===== config.mk =====
export PLATFORM = sky130hd
export DESIGN_NAME = mem_port_arbiter
export DESIGN_NICKNAME = d
export VERILOG_FILES = /design/src/rtl/arb_pkg.sv /design/src/rtl/arb_watchdog.sv /design/src/rtl/mem_port_arbiter.sv
export SDC_FILE = /design/constraint.sdc
export NUM_CORES = 1
export LEC_CHECK = 0
export CELL_PAD_IN_SITES_DETAIL_PLACEMENT = 1
export CELL_PAD_IN_SITES_GLOBAL_PLACEMENT = 1
export CORE_AREA = 2 2 124 126
export CTS_BUF_LIST = sky130_fd_sc_hd__clkbuf_8
export DETAILED_ROUTE_END_ITERATION = 10
export DIE_AREA = 0 0 126 128
export HOLD_SLACK_MARGIN = 0.15
export PLACE_DENSITY_LB_ADDON = 0.05
export SLEW_MARGIN = 20
export SYNTH_ARGS = -nofsm -noshare
export SYNTH_HDL_FRONTEND = slang
export SYNTH_SLANG_ARGS = --single-unit
export TNS_END_PERCENT = 30

===== constraint.sdc =====
create_clock -name clk -period 4.9 [get_ports clk]
set_input_delay 1.47 -clock clk [delete_from_list [all_inputs] [get_ports clk]]
set_output_delay 1.47 -clock clk [all_outputs]
set_load 0.03 [all_outputs]

===== src/rtl/arb_pkg.sv =====
// Shared types and default widths for the unified-memory port arbiter.
package arb_pkg;

    typedef enum logic [1:0] {
        ARB_IDLE   = 2'd0,
        ARB_BUSY_I = 2'd1,
        ARB_BUSY_D = 2'd2
    } arb_state_t;

    localparam int ARB_ADDR_W  = 32;
    localparam int ARB_DATA_W  = 32;
    localparam int ARB_TIMEOUT = 64;

endpackage


===== src/rtl/arb_watchdog.sv =====
// Busy-cycle watchdog for the arbiter: counts BUSY cycles without MemAck and
// raises a sticky error when the limit is hit. Only built under ARB_TIMEOUT_EN.
module arb_watchdog #(
    parameter int TIMEOUT = 64
) (
    input  logic clk,
    input  logic reset,
    input  logic i_start,
    input  logic i_busy,
    input  logic i_ack,
    output logic o_expire,
    output logic o_err
);

    localparam int CW = $clog2(TIMEOUT + 1);
    localparam logic [CW-1:0] LIMIT = CW'(TIMEOUT - 1);

    logic [CW-1:0] r_cnt;
    logic          r_err;
    logic          w_wait;

    assign w_wait   = i_busy & ~i_ack;
    // Fires on the TIMEOUT-th unacknowledged BUSY cycle.
    assign o_expire = w_wait & (r_cnt == LIMIT);
    assign o_err    = r_err;

    always_ff @(posedge clk) begin
        if (reset) begin
            r_cnt <= '0;
            r_err <= 1'b0;
        end else begin
            if (i_start || o_expire) begin
                r_cnt <= '0;
            end else if (w_wait) begin
                r_cnt <= r_cnt + 1'b1;
            end
            if (o_expire) begin
                r_err <= 1'b1;
            end
        end
    end

endmodule


===== src/rtl/mem_port_arbiter.sv =====
// Serialises F-stage fetches and M-stage data accesses onto one memory port.
// Optional watchdog enabled by defining ARB_TIMEOUT_EN.
module mem_port_arbiter
    import arb_pkg::*;
#(
    parameter int ADDR_W  = ARB_ADDR_W,
    parameter int DATA_W  = ARB_DATA_W,
    parameter int TIMEOUT = ARB_TIMEOUT
) (
    input  logic              clk,
    input  logic              reset,
    input  logic              IReqF,
    input  logic [ADDR_W-1:0] IAdrF,
    output logic [DATA_W-1:0] IRdataF,
    output logic              IReadyF,
    input  logic              DReqM,
    input  logic              DWeM,
    input  logic [ADDR_W-1:0] DAdrM,
    input  logic [DATA_W-1:0] DWdataM,
    output logic [DATA_W-1:0] DRdataM,
    output logic              DReadyM,
    output logic              MemStallF,
    output logic              MemStallM,
    output logic              MemReq,
    output logic              MemWe,
    output logic [ADDR_W-1:0] MemAdr,
    output logic [DATA_W-1:0] MemWdata,
    input  logic [DATA_W-1:0] MemRdata,
    input  logic              MemAck,
    output logic              MemErr,
    output arb_state_t        DbgState
);

    // Handshake: MemReq and the Mem* fields are held stable from issue until
    // the single-cycle MemAck pulse; MemAck outside a BUSY state is ignored.
    arb_state_t        r_state;
    logic              r_mem_req;
    logic              r_mem_we;
    logic [ADDR_W-1:0] r_mem_adr;
    logic [DATA_W-1:0] r_mem_wdata;

    logic w_busy;
    logic w_start;
    logic w_expire;
    logic w_err;

    assign w_busy  = (r_state != ARB_IDLE);
    assign w_start = (r_state == ARB_IDLE) & (DReqM | IReqF);

`ifdef ARB_TIMEOUT_EN
    arb_watchdog #(
        .TIMEOUT (TIMEOUT)
    ) u_watchdog (
        .clk      (clk),
        .reset    (reset),
        .i_start  (w_start),
        .i_busy   (w_busy),
        .i_ack    (MemAck),
        .o_expire (w_expire),
        .o_err    (w_err)
    );
`else
    assign w_expire = 1'b0;
    assign w_err    = 1'b0;
    // TIMEOUT only matters when the watchdog is built in.
    if (TIMEOUT < 1) begin : g_timeout_unused
    end
`endif

    always_ff @(posedge clk) begin
        if (reset) begin
            r_state     <= ARB_IDLE;
            r_mem_req   <= 1'b0;
            r_mem_we    <= 1'b0;
            r_mem_adr   <= '0;
            r_mem_wdata <= '0;
        end else begin
            case (r_state)
                ARB_IDLE: begin
                    // Data accesses take priority over fetches.
                    if (DReqM) begin
                        r_mem_req   <= 1'b1;
                        r_mem_we    <= DWeM;
                        r_mem_adr   <= DAdrM;
                        r_mem_wdata <= DWdataM;
                        r_state     <= ARB_BUSY_D;
                    end else if (IReqF) begin
                        r_mem_req <= 1'b1;
                        r_mem_we  <= 1'b0;
                        r_mem_adr <= IAdrF;
                        r_state   <= ARB_BUSY_I;
                    end
                end
                ARB_BUSY_I, ARB_BUSY_D: begin
                    if (MemAck || w_expire) begin
                        r_mem_req <= 1'b0;
                        r_state   <= ARB_IDLE;
                    end
                end
                default: begin
                    r_mem_req <= 1'b0;
                    r_state   <= ARB_IDLE;
                end
            endcase
        end
    end

    // A redirected or dropped fetch completes on the bus but is never reported.
    assign IReadyF   = (r_state == ARB_BUSY_I) & MemAck & IReqF & (IAdrF == r_mem_adr);
    assign DReadyM   = (r_state == ARB_BUSY_D) & MemAck & DReqM;
    assign IRdataF   = MemRdata;
    assign DRdataM   = MemRdata;
    assign MemStallF = IReqF & ~IReadyF;
    assign MemStallM = DReqM & ~DReadyM;

    assign MemReq   = r_mem_req;
    assign MemWe    = r_mem_we;
    assign MemAdr   = r_mem_adr;
    assign MemWdata = r_mem_wdata;
    assign MemErr   = w_err;
    assign DbgState = r_state;

endmodule


==> run summary <==
For the area taken by multi-input logic gates, the log shows 1705 um^2. The tools report the endpoint of the most critical register-to-register path as MemAdr[7]. The share of synthesized area spent on multiplexers works out to 0.08548.

The most critical setup path has its endpoint at IReadyF. The worst supply voltage drop on vdd was 0.1573 mV. The height of the die works out to 128 um.

The logs give 0.1502 for the overall routing resource usage and 18.68 mm for the wire length of the first global-routing pass. The critical path in this run is classified as in -> out. Entering global routing, the biggest net connects 39 pins. The synthesis-to-finish area growth is 42.67%. For the count of clock tree sinks, the log shows 68. Data on the critical path is required at its endpoint by 3.43 ns. Setup repair after global routing left no endpoint under its margin. The share of the synthesized netlist area taken by xor and xnor gates is 0.07479. The post-synthesis share of cell area spent on full adders, half adders and majority gates is 0.01002, and the number of warnings printed during yosys synthesis is 0. Synthesis produced a netlist whose cell count is 426.

The average wire per standard cell came out at 16.83 um. Max-cap violations in this run came to 0. The share of the yosys chip area belonging to registers came out at 0.3633.

Setup violations remaining at the end of the flow were counted as 0. The logs give 0.2521 for the effective utilization at floorplan and 0.006934 ns for the clock tree skew after final layout. Each instance of the synthesized netlist takes up on average 8.797 um^2. For the pin with the worst max-slew slack, the measured transition is 0.7736 ns. For this run, design rule violations remaining after detail routing come to 0. The count of nets left with antenna violations after detail routing is 0, and the H-tree depth is 3. For this run, the slowest stage of the critical path takes 0.45 ns.

The number of clock buffers added by TritonCTS is 9. Setup slack on the worst reg-to-reg path comes out at 2.86 ns. The tools report the final net count as 663. Critical path startpoint category: an input port.

The critical path starts at IAdrF[3]. For the HPWL after detailed placement, the log shows 8.862 mm. The total overflow left after global routing is 0.

For the worst slack after detailed placement, the log shows 0.2314 ns. The slowest stage of the critical path belongs to the cell sky130_fd_sc_hd__nor4_1. Normalized max-slew margin: 0.4843. Share of synthesized cell area in and, or, nand and nor gates: 0.1386. The fraction of final layout cells with drive strength greater than 1 works out to 0.09228. After filler insertion, the fill cell instance count of the layout stands at 1732.

The fraction of the mapped netlist area in compound gates came out at 0.1439. Setup slack on the critical path of the routed design comes to 0.2863 ns. The class of the tightest hold or removal check was reg -> reg. TritonCTS built the clock tree.

The final layout contains routed wiring with a total length of 12.10 mm. The worst register-to-register path begins at DbgState[1]. Clock tree synthesis selected as its root buffer the cell sky130_fd_sc_hd__clkbuf_8. After detailed routing, the number of vias per cell comes to 4.364. The final core utilization is 0.3597. The worst-case reg-to-reg path depth works out to 6. The time the final worst path needs with I/O delays and setup works out to 4.614 ns.

The count of buffers added on input and output ports is 173. After floorplanning, the core was sized to cover 14860 um^2. The die covers 16130 um^2. The post-cts repair resize count is 0, and the arrival time at the worst endpoint is 3.14 ns. The register bit count reported by yosys is 68, and the number of global-route vias before repair is 3379. The run gives 1361 um^2 as the total area of sequential cells.

The post-route clock period utilization came out at 0.9416. The floorplan die width came out at 126 um. The run gives 0 as the post-CTS setup-driven buffer insertion count. The worst setup path is captured at an output port.

The run gives 0 as the count of final hold-check violations. In this run the deepest clock path goes through 2 buffers. For this block, the initial DRC count from the detailed router was 86. The critical path goes through clkdlybuf4s50_1 > xnor2_1 > nand4_1 > nor4_1 > and3_1 > buf_4. In this run the cell area of the synthesized design comes to 3747 um^2. Once placement finished, the instance area stood at 5099 um^2.

The flow ran to the end, and the final reports show no timing, DRC or antenna violations. Hold repair after CTS inserted 0 buffers. The number of nets produced by synthesis is 563, and the critical-path maximum fanout is 2. In this run the static leakage power is 1.991 nW. In this run the power density over the cells is 350.9 nW/um^2.

The netlist uses 27 different library cells. The post-route standard cell area excluding fillers came out at 5346 um^2. By area, the combinational part of the netlist is dominated by buffers and inverters.

For the count of TritonRoute iterations in the first routing pass, the log shows 4. The clock insertion delay at the later pin of the skew report is 0.37 ns, and the total number of vias is 3138. The congestion estimate from routability-driven global placement came to 0.7391. The run gives 216.7 MHz as the highest achievable clock rate. Initial antenna violation count: 0.

For the final routed database, the setup TNS stands at 0 ns. The repair_antennas step left the layout with diodes totalling 0. The top-level I/O count is 271, and the number of cell rows is 45. After clock tree synthesis, the clock-pin slew on the worst setup and hold paths is 0.08 ns.

The number of max-slew violations in the final report was 0.
==> layout make-up <==
type	count	area share
clock inverters	7	0.02317
flip-flops and latches	68	0.2546
inverters	4	0.002808
clock buffers	9	0.02317
well taps	188	0.04400
repair buffers	180	0.3333
multi-input cells	263	0.3190
==> cell usage in the layout, fill, tap and decap left out, drive strengths merged <==
cell type | netlist | routed
nor3 | 3 | 3
xor2 | 3 | 3
clkinvlp | 0 | 1
nor2b | 2 | 2
a22oi | 1 | 1
and3 | 2 | 2
inv | 4 | 5
clkinv | 0 | 2
clkbuf | 5 | 9
nor2 | 36 | 36
dfxtp | 68 | 68
bufinv | 0 | 3
conb | 1 | 1
nand2 | 67 | 67
mux2i | 32 | 32
buf | 86 | 11
xnor2 | 29 | 29
ha | 3 | 3
a31oi | 1 | 1
nand4 | 8 | 8
nor4 | 2 | 2
a211oi | 32 | 32
a21oi | 37 | 37
clkdlybuf4s50 | 0 | 169
and2 | 1 | 1
nand2b | 3 | 3
==> worst min path at each step <==
| stage | from | end | cells after the start |
|---|---|---|---|
| floorplan | MemWdata[10] | MemWdata[10] | 2 |
| global placement | MemWdata[19] | MemWdata[19] | 2 |
| detailed placement | MemWdata[29] | MemWdata[29] | 2 |
| CTS | MemWdata[29] | MemWdata[29] | 2 |
| global route | MemWdata[11] | MemWdata[11] | 2 |
| finish | MemWdata[11] | MemWdata[11] | 2 |
==> registers in the layout, summed over array words and instances (netlist names) <==
register,count
MemAdr,32
MemWdata,32
DbgState,2
MemReq,1
MemWe,1
==> per-stage QoR <==
step,power [W],cells,hold WS (ns)
2_1_floorplan,0.001127,426,0.5807
3_3_place_gp,0.001295,703,0.4412
3_5_place_dp,0.001303,703,0.4485
4_1_cts,0.001918,719,0.4607
5_1_grt,0.001983,719,0.4752
6_report,0.001876,719,0.4561
==> cell usage after synthesis (all sizes together) <==
master | count | area [um^2]
nor4 | 2 | 12.51
mux2i | 32 | 320.3
a31oi | 1 | 6.260
nor2b | 2 | 15.02
nor3 | 3 | 15.01
inv | 4 | 15.01
ha | 3 | 37.54
nand4 | 8 | 50.05
xor2 | 3 | 26.28
and3 | 2 | 12.51
buf | 86 | 651.9
conb | 1 | 3.750
and2 | 1 | 6.260
nor2 | 36 | 137.6
nand2b | 3 | 18.77
a22oi | 1 | 7.510
nand2 | 67 | 251.5
xnor2 | 29 | 254.0
a211oi | 32 | 340.3
clkbuf | 5 | 18.77
a21oi | 37 | 185.2
dfxtp | 68 | 1361
==> cell families (layout without fill, tap and decap cells) <==
| family | Yosys count | in the layout |
|---|---|---|
| and+or+nand+nor | 124 | 124 |
| buffers and inverters | 95 | 200 |
| AOI/OAI and AO/OA | 71 | 71 |
| DFF | 68 | 68 |
| xor gates and xnor gates | 32 | 32 |
| muxes | 32 | 32 |
| adders and majority gates | 3 | 3 |
| other | 1 | 1 |
==> power by group <==
part           total, W  internal [W]  leakage [nW]  switching, W
Clock          0.000598      0.000342         0.120      0.000256
Combinational  0.000615      0.000282          1.31      0.000333
Sequential     0.000663      0.000615         0.562     0.0000486
Total           0.00188       0.00124          1.99      0.000638
==> critical path, delay by kind of cell <==
kind	cells	cell delay, ns
AND/OR/NAND/NOR	3	0.84
buffers and inverters	2	0.60
XOR/XNOR	1	0.24
==> per-layer routing <==
| layer | track usage | vias up | wire [um] |
|---|---|---|---|
| li1 | - | 1555 | - |
| met1 | 0.1735 | 1444 | 5238 |
| met2 | 0.2454 | 120 | 5545 |
| met3 | 0.07638 | 19 | 1174 |
| met4 | 0.04266 | 0 | 146 |
| met5 | 0 | - | 0 |
(Power assumes the default switching activity.)
